===== config.mk =====
export PLATFORM = sky130hd
export DESIGN_NAME = seg7_scan_driver
export DESIGN_NICKNAME = d
export VERILOG_FILES = /design/src/rtl/seg7_pkg.sv /design/src/rtl/bcd_to_seg7.sv /design/src/rtl/seg7_scan_driver.sv
export SDC_FILE = /design/constraint.sdc
export NUM_CORES = 1
export LEC_CHECK = 0
export BUFFER_PORTS_ARGS = -buffer_cell sky130_fd_sc_hd__buf_2
export CAP_MARGIN = 5
export CORE_MARGIN = 5
export CORE_UTILIZATION = 39
export DETAILED_ROUTE_END_ITERATION = 10
export PLACE_DENSITY_LB_ADDON = 0.05
export SYNTH_ARGS = -nofsm -noshare
export SYNTH_HDL_FRONTEND = slang
export SYNTH_HIERARCHICAL = 1
export SYNTH_SLANG_ARGS = --single-unit

===== constraint.sdc =====
create_clock -name clk -period 2 [get_ports clk]
set_input_delay 0 -clock clk [delete_from_list [all_inputs] [get_ports clk]]
set_output_delay 0 -clock clk [all_outputs]
set_load 0.02 [all_outputs]

===== src/rtl/seg7_pkg.sv =====
// ----------------------------------------------------------------------------
// seg7_pkg
// Shared constants for the 7-segment scan driver:
//   - segment patterns, bit order {g,f,e,d,c,b,a}, active-low
//   - 16-entry glyph table (0..9 digits, 10..15 dash)
//   - scan slot enumeration and the active-low anode pattern per slot
// Optional feature macro used by the top: LEADING_ZERO_BLANK_EN
// ----------------------------------------------------------------------------
package seg7_pkg;

  localparam logic [6:0] SEG_BLANK = 7'h7F;
  localparam logic [6:0] SEG_DASH  = 7'b0111111;

  // Glyphs indexed by the 4-bit code; out-of-range BCD shows a dash.
  localparam logic [6:0] GLYPH [16] = '{
    7'b1000000,  // 0
    7'b1111001,  // 1
    7'b0100100,  // 2
    7'b0110000,  // 3
    7'b0011001,  // 4
    7'b0010010,  // 5
    7'b0000010,  // 6
    7'b1111000,  // 7
    7'b0000000,  // 8
    7'b0010000,  // 9
    SEG_DASH,    // A
    SEG_DASH,    // B
    SEG_DASH,    // C
    SEG_DASH,    // D
    SEG_DASH,    // E
    SEG_DASH     // F
  };

  // Scan slot; slot 0 is the rightmost digit.
  typedef enum logic [1:0] {
    SLOT_ONES = 2'd0,
    SLOT_TENS = 2'd1,
    SLOT_2    = 2'd2,
    SLOT_3    = 2'd3
  } slot_e;

  localparam logic [3:0] AN_IDLE = 4'b1111;

  localparam logic [3:0] AN_SEL [4] = '{
    4'b1110,
    4'b1101,
    4'b1011,
    4'b0111
  };

  function automatic logic [3:0] anode_for(input slot_e s);
    return AN_SEL[s];
  endfunction

endpackage


===== src/rtl/bcd_to_seg7.sv =====
// ----------------------------------------------------------------------------
// bcd_to_seg7
// Combinational 4-bit code to 7-segment glyph lookup (active-low).
// Ports:
//   bcd  in  4  digit code; 10..15 render as a dash
//   seg  out 7  segments {g,f,e,d,c,b,a}, active-low
// ----------------------------------------------------------------------------
module bcd_to_seg7
  import seg7_pkg::*;
(
  input  logic [3:0] bcd,
  output logic [6:0] seg
);

  always_comb begin
    seg = GLYPH[bcd];
  end

endmodule


===== src/rtl/seg7_scan_driver.sv =====
// ----------------------------------------------------------------------------
// seg7_scan_driver
// Time-multiplexes two BCD digits onto a 4-digit common-anode 7-segment
// display. Digits are snapshotted once per scan frame so a frame never mixes
// old and new values.
// Parameters:
//   SCAN_DIV    clk cycles per digit slot (>= 2)
// Ports:
//   clk         in   1  system clock, rising edge
//   rst         in   1  asynchronous, active-high reset
//   digit1      in   4  BCD ones digit
//   digit2      in   4  BCD tens digit
//   hold        in   1  1 = skip snapshots (display freezes)
//   an          out  4  anode enables, active-low, an[0] = rightmost
//   seg         out  7  segments {g,f,e,d,c,b,a}, active-low
//   dp          out  1  decimal point, active-low, always off
//   frame_tick  out  1  one-cycle pulse marking a snapshot
// Configuration macro:
//   LEADING_ZERO_BLANK_EN  blank the tens slot when the tens digit is 0
// ----------------------------------------------------------------------------
module seg7_scan_driver
  import seg7_pkg::*;
#(
  parameter int unsigned SCAN_DIV = 100_000
) (
  input  logic       clk,
  input  logic       rst,
  input  logic [3:0] digit1,
  input  logic [3:0] digit2,
  input  logic       hold,
  output logic [3:0] an,
  output logic [6:0] seg,
  output logic       dp,
  output logic       frame_tick
);

  localparam int unsigned CW = (SCAN_DIV > 1) ? $clog2(SCAN_DIV) : 1;
  localparam logic [CW-1:0] CNT_LAST = CW'(SCAN_DIV - 1);

  logic [CW-1:0] cnt_q, cnt_d;
  slot_e         idx_q, idx_d;
  logic [3:0]    snap_lo_q, snap_lo_d;
  logic [3:0]    snap_hi_q, snap_hi_d;
  logic [3:0]    an_q, an_d;
  logic [6:0]    seg_q, seg_d;
  logic          frame_tick_q, frame_tick_d;

  logic          tick;
  logic          take_snap;
  logic [3:0]    slot_digit;
  logic [6:0]    slot_glyph;

  assign tick      = (cnt_q == CNT_LAST);
  // Snapshot only on the slot-3 -> slot-0 boundary, so each frame is coherent.
  assign take_snap = tick && (idx_q == SLOT_3) && !hold;

  // Single shared decoder; only the two digit slots ever use its output.
  always_comb begin
    slot_digit = (idx_q == SLOT_TENS) ? snap_hi_q : snap_lo_q;
  end

  bcd_to_seg7 u_dec (
    .bcd (slot_digit),
    .seg (slot_glyph)
  );

  always_comb begin
    cnt_d        = tick ? '0 : cnt_q + 1'b1;
    idx_d        = tick ? slot_e'(idx_q + 2'd1) : idx_q;
    snap_lo_d    = snap_lo_q;
    snap_hi_d    = snap_hi_q;
    frame_tick_d = take_snap;
    if (take_snap) begin
      snap_lo_d = digit1;
      snap_hi_d = digit2;
    end

    // Output registers decode the current slot, so they trail idx by one clk.
    an_d = anode_for(idx_q);
    case (idx_q)
      SLOT_ONES: seg_d = slot_glyph;
      SLOT_TENS: begin
`ifdef LEADING_ZERO_BLANK_EN
        seg_d = (snap_hi_q == 4'd0) ? SEG_BLANK : slot_glyph;
`else
        seg_d = slot_glyph;
`endif
      end
      default:   seg_d = SEG_BLANK;
    endcase
  end

  always_ff @(posedge clk or posedge rst) begin
    if (rst) begin
      cnt_q        <= '0;
      idx_q        <= SLOT_ONES;
      snap_lo_q    <= '0;
      snap_hi_q    <= '0;
      an_q         <= AN_IDLE;
      seg_q        <= SEG_BLANK;
      frame_tick_q <= 1'b0;
    end else begin
      cnt_q        <= cnt_d;
      idx_q        <= idx_d;
      snap_lo_q    <= snap_lo_d;
      snap_hi_q    <= snap_hi_d;
      an_q         <= an_d;
      seg_q        <= seg_d;
      frame_tick_q <= frame_tick_d;
    end
  end

  assign an         = an_q;
  assign seg        = seg_q;
  assign dp         = 1'b1;
  assign frame_tick = frame_tick_q;

endmodule


# Word level (Yosys, flattened, before mapping)
# Memories as Yosys holds them, arrays and structs flattened.
# Cells that the tools add are included.
totals:
  mem_count: 1
  regBits: 39
  elab_cells: 30
  mem_bits_ro: 112
  inputBits: 11
memory_table:
  columns: ["name", "depth", "width", "rd", "rd_clocked_by_memory_dff", "write_ports", "line_no", "rtl"]
  rows:
  - ["(name not given)", 16, 7, 1, 0, 0, "bcd_to_seg7.sv:16", "seg = GLYPH[bcd];"]
op_classes:
  eq_ne: 3
  muxes: 8
  reduce_logical: 5
  n_bitwise: 2
  order_cmp: 2
  n_addsub: 2
ops:
  columns: ["cell", "count"]
  rows:
  - ["two-way mux 7 bit", 3]
  - ["adder 17 x 1 -> 17 bit (second input constant)", 1]
  - ["equality test 17 bit (second input constant)", 1]
  - ["two-way mux 17 bit", 1]
  - ["two-way mux 4 bit", 3]
  - ["binary-select mux 4 bit (select 2 bit)", 1]
  - ["greater-or-equal comparator 5 bit (second input constant)", 1]
  - ["inverter 4 -> 5 bit", 1]
  - ["greater-or-equal comparator 3 bit (second input constant)", 1]
  - ["inverter 2 -> 3 bit", 1]
  - ["adder 2 x 1 -> 2 bit (second input constant)", 1]
  - ["equality test 2 x 1 -> 1 bit (second input constant)", 1]
  - ["equality test 2 bit (second input constant)", 1]
  - ["logical AND 1 bit", 2]
  - ["zero test 2 bit", 1]
  - ["OR reduction 2 bit", 1]
  - ["zero test 1 bit", 1]

# Depth between registers and ports, before layout
# Gate-level depths: netlist of run 1.
logic_depth:
  ltp_word: 7
  ltp_mapped: 8
  depth_no_buf: 8

# Cells and area by module
# Netlist of run 1, hierarchy kept.
modules_own_cells:
  columns: ["module", "instances", "cells_per_inst", "area_each_um2"]
  rows:
  - ["seg7_scan_driver", 1, 137, 1695.4]
  - ["bcd_to_seg7", 1, 31, 230.2]

# Worst setup path before layout of run 1
# Ideal clock, no wire load.
synth_path:
  path_kind: "register -> register"
  start: "register idx_q[1]"
  end: "register seg_q[2], in the netlist seg[2]"
  stages_incl_launch_ff: 8
  setup_slack_ns: 0.056
  period_less_slack_ns: 1.944
  required_ns: 1.916
  setup_ns: 0.084
  arrival_time_ns: 1.860
  path_cell_list: "dfrtp_1 inv_1 ha_1 mux2_2 clkbuf_2 or2_0 a21o_1 or2_2"
synth_between:
  elab_chain_cells: 7
synth_lines:
  columns: ["element", "line_no", "rtl"]
  rows:
  - ["from (decl)", "seg7_scan_driver.sv:41", "slot_e idx_q, idx_d;"]
  - ["from (signal assigned)", "seg7_scan_driver.sv:104", "idx_q <= idx_d;"]
  - ["equality test 2 x 1 -> 1 bit", "seg7_scan_driver.sv:59", "slot_digit = (idx_q == SLOT_TENS) ? snap_hi_q : snap_lo_q;"]
  - ["two-way mux 4 bit", "seg7_scan_driver.sv:59", null]
  - ["via slot_digit[2]", "seg7_scan_driver.sv:50", "logic [3:0] slot_digit;"]
  - ["inverter 4 -> 5 bit (implied by the code)", "bcd_to_seg7.sv:16", null]
  - ["memory read (16 x 7 bit)", null, null]
  - ["two-way mux 7 bit (implied by the code) (2 in a row)", "bcd_to_seg7.sv:16", null]
  - ["via slot_glyph[2]", "seg7_scan_driver.sv:51", "logic [6:0] slot_glyph;"]
  - ["two-way mux 7 bit", "seg7_scan_driver.sv:80", "case (idx_q)"]
  - ["via seg_d[2]", "seg7_scan_driver.sv:45", "logic [6:0] seg_q, seg_d;"]
  - ["to (signal assigned)", "seg7_scan_driver.sv:108", "seg_q <= seg_d;"]
  - ["to (decl)", "seg7_scan_driver.sv:45", null]
# The timed path passes the listed nets, and every way through them passes these cells. The select of a mux whose other input is x is not followed.
# A chain may end at the register's enable or synchronous reset.

# Worst setup path in the final report of run 1
layout_path:
  start: "register cnt_q[0]"
  end: "register snap_hi_q[2]"
layout_between:
  elab_chain_cells: 3
layout_lines:
  columns: ["element", "line_no", "rtl"]
  rows:
  - ["from (decl)", "seg7_scan_driver.sv:40", "logic [CW-1:0] cnt_q, cnt_d;"]
  - ["from (signal assigned)", "seg7_scan_driver.sv:103", "cnt_q <= cnt_d;"]
  - ["equality test 17 bit", "seg7_scan_driver.sv:53", "assign tick = (cnt_q == CNT_LAST);"]
  - ["logical AND 1 bit (2 in a row)", "seg7_scan_driver.sv:55", "assign take_snap = tick && (idx_q == SLOT_3) && !hold;"]
  - ["to (signal assigned)", "seg7_scan_driver.sv:106", "snap_hi_q <= snap_hi_d;"]
  - ["to (decl)", "seg7_scan_driver.sv:43", "logic [3:0] snap_hi_q, snap_hi_d;"]
# Every way passes these cells.

==> reports/results.ini, run 1 <==
[job]
drv_cap=0

[clock_tree]
post-cts-setup-buffer-count=0
numCtsBuffers=5
clock-root-buffer=clkbuf_8
cts_tree=done
clock_sinks=39
clock_latency_ns=0.30
htree_levels=2
cts.path.max_buffers=2
clk_pin_slew_ns=0.08

[cells_and_area]
layoutNonFillerInstCount=280
post_route_cells_drive_above_1_share=0.371
final_nets=234
post-route-util=0.498
area_growth_syn_to_layout_pct=22.9
n_antenna_cell=0

[timing]
clock_skew_ns=0.00848
period_needed_ns=1.88
hold_viol_final=0
setup_viol=0
fmax_mhz=531
rsz0062_at_grt=no
final.period_utilization=0.942
setup_ws_ns=0.116
fin_setup_tns_ns=0
drv_slew=0

[logic_synthesis]
yosysUniqueCellTypes=40
synth_top_area_cell=dfrtp_1
synthTopCellsByArea=dfrtp_1 36%, dfstp_2 15%, ha_1 7.1%, mux2_2 7.0%, xnor2_1 5.0%
yosysSeqAreaShare=0.514
syn-num-nets=190
postSynthCellCount=168
netlist.area_leader.share=0.364
ys_ff_latch=39
syn-cell-area_um2=1930
avgSynthCellArea_um2=11.5
yosysWarningCount=6

[detailed_routing]
routed_wl_mm=3.56
drt_iter0_markers=60
vias_per_cell=4.69
vias=1313
detail_route.first_pass.iterations=4
post_drt_wl_per_cell_um=12.7
ant_nets=0
drc_errors=0

[pwr]
peakVddDrop_v=0.000403
pwr-share-seq=0.587
pwr_density_cell_nw_per_um2=568
swShare=0.220
p_int_w=0.00105
p_sw_w=0.000295
clkPwrFrac=0.382
total_power_w=0.00134
combPwrFrac=0.031
leakage_nw=1.15

[setup_path]
critPathLaunchType=register
crit_type=register to register
crit_chain=ha_1 > nand4_1 > nor4b_4 > and2b_2 > mux2_2
slowest_delay_ns=0.39
critPathMaxFanout=8
crit_required_ns=2.19
cp_data_arrival_time_ns=2.07
crit_buf_inv=0
cp-end-kind=register
critPathTopFamily=simple AND/OR/NAND/NOR gates
critPathSlowestCell=dfrtp_1

[floorplan]
core_um2=4750
row_count=25
die_area_um2=6440
start_util=0.405
die_h_um=80.3
num_io_pins=24
die_x_um=80.3

[grt]
antenna_found_initial=0
grt_pass1_vias=1398
grt_util_all_layers=0.128
grt_max_degree=40
grt.overflow.total=0
grt_pass1_wl_mm=6.24

[place]
gp_congestion=0.841
place_ws_ns=-0.0342
port_buffers=22
place_inst=262
hpwlAfterDp_mm=2.58

[hold_path]
hold_class=primary input to asynchronous set/reset pin

[outcome]
status=finished clean

## cell type report
| type | instances | area (um^2) |
|---|---|---|
| Sequential cell | 39 | 990 |
| Inverter | 14 | 52.6 |
| Clock inverter | 3 | 15.0 |
| Clock buffer | 5 | 68.8 |
| Multi-Input combinational cell | 110 | 871 |
| Timing Repair Buffer | 42 | 285 |
| Tap cell | 67 | 83.8 |
| Fill cell | 467 | 2390 |
## worst reg2reg max path, delay by kind of cell, from the launching register on
family / cells / cell delay, ns
simple gates: 3 / 0.84
flops: 1 / 0.39
mux: 1 / 0.36
fa+ha+maj: 1 / 0.19
## state kept, by name, indices dropped and copies added, names as in the netlist
register / flops
frame_tick: 1
idx_q: 2
an: 4
snap_hi_q: 4
snap_lo_q: 4
seg: 7
cnt_q: 17
## metal layers
metal,vias up,routed length (um),GRT usage
li1,640,-,-
met1,651,1510,0.146
met2,16,1840,0.215
met3,6,155,0.0493
met4,0,54,0.0473
met5,-,0,0
## repair_timing
action,CTS,global route
hold endpoints to repair,37,0
gates cloned,0,0
hold buffers,10,0
resized for setup,3,5
setup endpoints to repair,14,14
## cell usage in the layout (no fill, tap or decap), drive strengths merged, types with 2 or more instances in the layout
master	instances
a21oi	2
a22oi	2
and2b	3
buf	32
clkbuf	5
clkinv	3
dfrtp	28
dfstp	11
dlygate4sd3	10
ha	11
inv	14
mux2	12
nand2	4
nand2b	2
nand3	5
nand4	4
nor2	15
nor2b	2
nor3	2
nor4	7
o21ai	2
or2	8
or2b	2
xnor2	11
xor2	5
## worst paths after layout
kind	startpoint	to	slack (ns)	cells past startpoint
setup / recovery	cnt_q[0]$_DFF_PP0_	snap_hi_q[2]$_DFFE_PP0P_	0.12	5
hold / removal	rst	snap_hi_q[1]$_DFFE_PP0P_	0.35	4
setup reg to reg	cnt_q[0]$_DFF_PP0_	snap_hi_q[2]$_DFFE_PP0P_	0.12	5
hold reg to reg	cnt_q[0]$_DFF_PP0_	cnt_q[0]$_DFF_PP0_	0.49	1
max in group asynchronous	rst	an[3]$_DFF_PP1_	1.28	4
min in group clk	digit2[0]	snap_hi_q[0]$_DFFE_PP0P_	0.46	3
## cell families after synthesis
kind of cell	after synthesis	synth area share
xor gates and xnor gates	16	0.0728
AOI/OAI and AO/OA	9	0.0292
adders and majority gates	11	0.0715
muxes	13	0.0754
and+or+nand+nor	60	0.187
other	1	0.00195
buffers and inverters	19	0.0481
DFF	39	0.514
## power by group through the flow
stage | clock, W | combinational, W | sequential, W
6_report | 0.000513 | 0.0000419 | 0.000789
3_5_place_dp | 0 | 0.0000289 | 0.000804
5_1_grt | 0.000573 | 0.0000481 | 0.000789
3_3_place_gp | 0 | 0.0000278 | 0.000804
4_1_cts | 0.000538 | 0.0000439 | 0.000789
2_1_floorplan | 0 | 0.0000149 | 0.000804
## cells in the mapped netlist, drive strengths merged
| library cell | n |
|---|---|
| dfrtp | 28 |
| nor2b | 2 |
| nor3b | 1 |
| and2b | 3 |
| mux2i | 1 |
| nor4 | 7 |
| or2b | 2 |
| o31ai | 1 |
| nor2 | 15 |
| a22oi | 2 |
| xnor2 | 11 |
| a21oi | 2 |
| nand4 | 4 |
| xor2 | 5 |
| mux2 | 12 |
| or2 | 8 |
| nor3 | 2 |
| and3 | 1 |
| clkbuf | 1 |
| a31oi | 1 |
| conb | 1 |
| a21o | 1 |
| nand4bb | 1 |
| nand3 | 5 |
| ha | 11 |
| nand2b | 2 |
| nand4b | 1 |
| dfstp | 11 |
| and3b | 1 |
| inv | 14 |
| buf | 4 |
| o21ai | 2 |
| nor4b | 1 |
| nand2 | 4 |
## metrics by stage
stage                     hold WS, ns  cell area [um^2]
after floorplan                 0.152              1930
after global placement          0.140              2150
after CTS                       0.372              2350
after detailed placement        0.147              2150
after global routing            0.406              2370
final                           0.354              2370
(Power assumes the default switching activity.)
==> inputs of run 2 (changes only) <==
--- a/config.mk
+++ b/config.mk
@@ -7,6 +7,8 @@
 export LEC_CHECK = 0
 export BUFFER_PORTS_ARGS = -buffer_cell sky130_fd_sc_hd__buf_2
 export CAP_MARGIN = 5
+export CELL_PAD_IN_SITES_DETAIL_PLACEMENT = 1
+export CELL_PAD_IN_SITES_GLOBAL_PLACEMENT = 1
 export CORE_MARGIN = 5
 export CORE_UTILIZATION = 39
 export DETAILED_ROUTE_END_ITERATION = 10
==> run 2 against run 1 <==
Power increased by 12%. Global-route usage increased by 1.2 points. Hold slack got worse by 0.35 ns. Clock skew increased by 0.0026 ns. Routed wire length increased by 14%. First-iteration DRC count decreased by 25%. Clock power increased by 30%. Maximum frequency decreased by 2.2%. Setup slack got worse by 0.042 ns. The run now ends with negative hold slack left.
==> reports/results.ini, run 2 (synthesized netlist as in run 1, its figures left out) <==
[pwr]
clkPwrFrac=0.446  ; +0.064
combPwrFrac=0.028  ; -0.003
pwr_density_cell_nw_per_um2=627  ; +10%
p_int_w=0.00121  ; +16%
pwr-share-seq=0.527  ; -0.060
peakVddDrop_v=0.000295  ; -27%
swShare=0.191  ; -0.0289
p_sw_w=0.000286  ; -3.1%
leakage_nw=1.16  ; +0.88%

[clock_tree]
post-cts-setup-buffer-count=0  ; unchanged
cts_tree=done
clk_pin_slew_ns=0.08  ; about the same
clock_sinks=39  ; unchanged
clock_latency_ns=0.29  ; about the same
cts.path.max_buffers=2  ; unchanged
htree_levels=2  ; unchanged
numCtsBuffers=5  ; unchanged
clock-root-buffer=clkbuf_8

[floorplan]
num_io_pins=24  ; unchanged
start_util=0.405  ; unchanged
die_area_um2=6440  ; unchanged
die_h_um=80.3  ; unchanged
die_x_um=80.3  ; unchanged
core_um2=4750  ; unchanged
row_count=25  ; unchanged

[cells_and_area]
top_register=cnt_q
fill_cells=526  ; +13%
final_cell_mix=28 x dfrtp_1, 22 x buf_2, 15 x nor2_1
final_nets=233  ; -0.43%
post_route_cells_drive_above_1_share=0.373  ; +0.00175
final_common_cell=dfrtp_1
largest_reg_flops=17  ; unchanged
n_antenna_cell=0  ; unchanged
area_growth_syn_to_layout_pct=24.1
fin_area_um2=2390  ; +1.0%
post-route-util=0.503  ; +0.00500

[timing]
setup_viol=0  ; unchanged
holdWs_ns=-0.000701  ; -0.355 ns
clock_skew_ns=0.0110  ; +0.00256 ns
drv_slew=0  ; unchanged
final.period_utilization=0.963  ; +0.0208
period_needed_ns=1.93  ; +0.0417 ns
slew_headroom=0.662
tightest_slew_ns=0.506
fmax_mhz=519  ; -2.2%
hold_viol_final=1  ; +1

[setup_path]
cp-end-kind=register
slowest_delay_ns=0.38  ; about the same
crit_required_ns=2.21  ; +0.02 ns
crit_type=register to register
r2r_slack_ns=0.07  ; -0.04 ns
critPathMaxFanout=4  ; -4
critPathLaunchType=register
cp_data_arrival_time_ns=2.13  ; +0.06 ns
critPathSlowestCell=dfrtp_1
crit_chain=inv_1 > ha_4 > mux2_2 > ha_1 > mux2i_2 > a22oi_1 > or2_2

[place]
placed_area_um2=2150  ; unchanged
hpwlAfterDp_mm=3.02  ; +17%
gp_congestion=0.849  ; +1.0%
port_buffers=22  ; unchanged

[grt]
grt_pass1_wl_mm=6.93  ; +11%
antenna_found_initial=0  ; unchanged
grt_pass1_vias=1483  ; +6.1%
grt.overflow.total=0  ; unchanged
grt_util_all_layers=0.140  ; +0.0123
grt_max_degree=40  ; unchanged

[hold_path]
hold_class=primary input to register

[detailed_routing]
drc_errors=0  ; unchanged
drt_iter0_markers=45  ; -25%
vias_per_cell=4.82  ; +2.9%
routed_wl_mm=4.06  ; +14%
post_drt_wl_per_cell_um=14.6  ; +15%
detail_route.first_pass.iterations=4  ; unchanged
vias=1346  ; +2.5%
ant_nets=0  ; unchanged

[outcome]
failed_checks=negative hold slack
status=finished, violations left

[job]
drv_cap=0  ; unchanged

[run 2: cell types whose count changed in the layout (fill, tap and decap cells not counted), sizes merged]
cell         delta
bufinv          +1
clkinv          -2
dlygate4sd3     -1
clkbuf          +1
[run 2: metal layers]
layer	wire [um]	vias to the layer above	global-route usage	share of wire
met1	1660	689	0.152	0.41
met4	25	0	0.0405	0.0062
met2	2270	14	0.267	0.56
met3	105	2	0.0336	0.026
li1	-	641	-	-
met5	0	-	0	0
[run 2: stage by stage]
| step | setup TNS (ns) | std cells | setup WS (ns) | total power, W |
|---|---|---|---|---|
| floorplan | 0 | 168 | 0.0560 | 0.000819 |
| global placement | 0 | 262 | 0.0279 | 0.000832 |
| detailed placement | -0.306 | 262 | -0.0414 | 0.000833 |
| CTS | 0 | 279 | 0.0244 | 0.00153 |
| global route | -0.0538 | 279 | -0.0275 | 0.00157 |
| finish | 0 | 279 | 0.0745 | 0.00150 |
[run 2: worst paths after layout]
kind	from	to	depth (start not counted)
worst max-delay path	idx_q[1]$_DFFE_PP0N_	seg[0]$_DFF_PP1_	7
worst min-delay path	hold	frame_tick$_DFF_PP0_	3
worst max register to register	idx_q[1]$_DFFE_PP0N_	seg[0]$_DFF_PP1_	7
worst min register to register	cnt_q[0]$_DFF_PP0_	cnt_q[0]$_DFF_PP0_	1
max in group asynchronous	rst	seg[2]$_DFF_PP1_	4
min in group asynchronous	rst	cnt_q[7]$_DFF_PP0_	4
[run 2: power groups by stage]
| stage | logic, W | clock network, W | registers [W] |
|---|---|---|---|
| after detailed placement | 0.0000296 | 0 | 0.000804 |
| after global routing | 0.0000484 | 0.000735 | 0.000789 |
| after global placement | 0.0000281 | 0 | 0.000804 |
| after CTS | 0.0000430 | 0.000695 | 0.000789 |
| after floorplan | 0.0000149 | 0 | 0.000804 |
| final | 0.0000418 | 0.000668 | 0.000789 |
[run 2: cell type report]
type	count	area [um^2]	area share
Clock inverter	2	35.0	0.0147
Tap cell	67	83.8	0.0351
Sequential cell	39	990	0.414
Timing Repair Buffer	41	275	0.115
Multi-Input combinational cell	110	871	0.364
Inverter	14	52.6	0.0220
Clock buffer	6	82.6	0.0346
[run 2: worst max-delay path, delay by kind of cell (launching register included)]
kind / cells / cell delay (ns)
compound gates: 1 / 0.11
flops: 1 / 0.38
fa+ha+maj: 2 / 0.40
buf+inv: 1 / 0.11
simple gates: 1 / 0.30
mux: 2 / 0.56
[run 2: timing repair]
item,in CTS,in global routing
setup endpoints to repair,4,14
hold buffers,9,0
resized for setup,3,4
endpoints found under the hold margin,36,0
gates cloned,0,0
==> inputs of run 3 (changes only) <==
--- a/config.mk
+++ b/config.mk
@@ -10,7 +10,7 @@
 export CELL_PAD_IN_SITES_DETAIL_PLACEMENT = 1
 export CELL_PAD_IN_SITES_GLOBAL_PLACEMENT = 1
 export CORE_MARGIN = 5
-export CORE_UTILIZATION = 39
+export CORE_UTILIZATION = 41
 export DETAILED_ROUTE_END_ITERATION = 10
 export PLACE_DENSITY_LB_ADDON = 0.05
 export SYNTH_ARGS = -nofsm -noshare
==> run 3 against run 2 <==
The run now ends clean. Final cell count is 5.0% lower. Maximum frequency is 0.47% higher. Critical path type unchanged. Sequential power hardly changed. Sequential cell count stayed put. Global-route usage is 1.4 points higher. Critical endpoint is now seg[3]$_DFF_PP1_. Die area is 4.3% lower. Hold slack better by 0.38 ns. Setup slack better by 0.0090 ns. Routed wire length is 2.9% higher. Sequential share of layout area is 0.85 points higher.
==> reports/results.ini, run 3 (synthesized netlist as in run 1, its figures left out) <==
[floorplan]
die_x_um=78.5  ; -2.2%
num_io_pins=24  ; unchanged
die_area_um2=6170  ; -4.3%
row_count=25  ; unchanged
core_um2=4630  ; -2.6%
start_util=0.416  ; +0.0109
die_h_um=78.5  ; -2.2%

[cells_and_area]
area_growth_syn_to_layout_pct=21.8
final_common_cell=dfrtp_1
final_cell_mix=27 x dfrtp_1, 22 x buf_2, 15 x nor2_1
multiInputGateArea_um2=870  ; -0.14%
final_nets=232  ; -0.43%
largest_reg_flops=17  ; unchanged
top_register=cnt_q
fill_cells=527  ; +0.19%
seqCellArea_um2=991  ; +0.13%
post_route_cells_drive_above_1_share=0.355  ; -0.0172
n_antenna_cell=0  ; unchanged

[detailed_routing]
ant_nets=0  ; unchanged
drt_iter0_markers=31  ; -31%
routed_wl_mm=4.18  ; +2.9%
post_drt_wl_per_cell_um=15.8  ; +8.3%
vias=1327  ; -1.4%
detail_route.first_pass.iterations=4  ; unchanged
vias_per_cell=5.01  ; +3.8%
drc_errors=0  ; unchanged

[timing]
hold_viol_final=0  ; -1
final.period_utilization=0.958  ; -0.00452
setup_ws_ns=0.0836  ; +0.00904 ns
rsz0062_at_grt=yes
fmax_mhz=522  ; +0.47%
period_needed_ns=1.92  ; -0.00904 ns
clock_skew_ns=0.00817  ; -0.00287 ns
setup_viol=0  ; unchanged
drv_slew=0  ; unchanged
holdWs_ns=0.378  ; +0.379 ns

[setup_path]
crit_type=register to register
critPathMaxFanout=13  ; +9
cp-end-kind=register
critPathTopFamily=multiplexers
crit_required_ns=2.21  ; about the same
slowest_delay_ns=0.45  ; +0.07 ns
crit_buf_inv=1  ; unchanged
critPathSlowestCell=dfrtp_2
critPathLaunchType=register
cp_data_arrival_time_ns=2.12  ; about the same
crit_chain=ha_4 > buf_4 > mux2_2 > mux2i_2 > a22oi_1 > or2_2

[pwr]
p_int_w=0.00106  ; -13%
leakage_nw=1.13  ; -2.2%
total_power_w=0.00133  ; -11%
pwr-share-seq=0.592  ; +0.065
combPwrFrac=0.032  ; +0.004
clkPwrFrac=0.376  ; -0.070
pwr_density_cell_nw_per_um2=569  ; -9.3%
p_sw_w=0.000279  ; -2.5%
swShare=0.209  ; +0.0182
peakVddDrop_v=0.000275  ; -7.0%

[clock_tree]
clock_latency_ns=0.29  ; about the same
cts.path.max_buffers=2  ; unchanged
cts_tree=done
htree_levels=2  ; unchanged
clock-root-buffer=clkbuf_8
clk_pin_slew_ns=0.07  ; about the same
numCtsBuffers=5  ; unchanged
clock_sinks=39  ; unchanged

[grt]
grt_util_all_layers=0.155  ; +0.0144
antenna_found_initial=0  ; unchanged
grt_pass1_vias=1516  ; +2.2%
grt.overflow.total=0  ; unchanged
grt_pass1_wl_mm=7.26  ; +4.7%
grt_max_degree=40  ; unchanged

[place]
place_ws_ns=-0.0195  ; +0.0219 ns
port_buffers=22  ; unchanged
hpwlAfterDp_mm=3.07  ; +1.6%
gp_congestion=0.825  ; -2.8%

[hold_path]
hold_class=primary input to asynchronous set/reset pin

[outcome]
status=finished clean

[job]
drv_cap=0  ; unchanged

## run 3: worst min-delay path, delay by kind of cell
family / cells / cell delay (ns)
buffers and inverters: 4 / 1.10
## run 3: stage by stage
step                utilization  TNS [ns]  instances  cell area, um^2
global route              0.506   -0.0201        265             2340
CTS                       0.501         0        264             2320
finish                    0.506         0        265             2340
detailed placement        0.460   -0.0196        246             2130
global placement          0.460         0        246             2130
floorplan                     -         0        168             1930
## run 3: cell type report
type	instances	share of cell area
clock buffers	7	0.0326
clock inverters	1	0.00213
inverters	14	0.0224
multi-input cells	110	0.371
flip-flops and latches	39	0.423
well taps	54	0.0288
repair buffers	40	0.121
## run 3: power groups by stage
stage	combinational, W	clock [W]	sequential, W
2_1_floorplan	0.0000149	0	0.000804
3_3_place_gp	0.0000278	0	0.000804
3_5_place_dp	0.0000290	0	0.000804
4_1_cts	0.0000439	0.000528	0.000789
5_1_grt	0.0000496	0.000569	0.000789
6_report	0.0000425	0.000502	0.000789
## run 3: metal layers
layer  track usage  vias up  share of wire
li1              -      637              -
met1         0.156      666           0.38
met2         0.293       16           0.57
met3        0.0413        8          0.028
met4        0.0682        0          0.021
met5             0        -              0
## run 3: final timing paths
kind,startpoint,endpoint,slack [ns],cells after the start
worst max-delay path,idx_q[0]$_DFFE_PP0N_,seg[3]$_DFF_PP1_,0.08,6
worst min-delay path,rst,snap_hi_q[2]$_DFFE_PP0P_,0.38,4
worst max register to register,idx_q[0]$_DFFE_PP0N_,seg[3]$_DFF_PP1_,0.08,6
worst min register to register,cnt_q[0]$_DFF_PP0_,cnt_q[0]$_DFF_PP0_,0.51,1
max in group asynchronous,rst,an[1]$_DFF_PP1_,1.26,4
min in group clk,digit1[1],snap_lo_q[1]$_DFFE_PP0P_,0.48,3
## run 3: what timing repair did
action / 4_1_cts / 5_1_grt
setup buffers: 0 / 1
gates resized for setup: 3 / 4
pin swaps: 0 / 1
setup endpoints to repair: 3 / 13
hold buffers: 10 / 0
hold endpoints to repair: 37 / 0
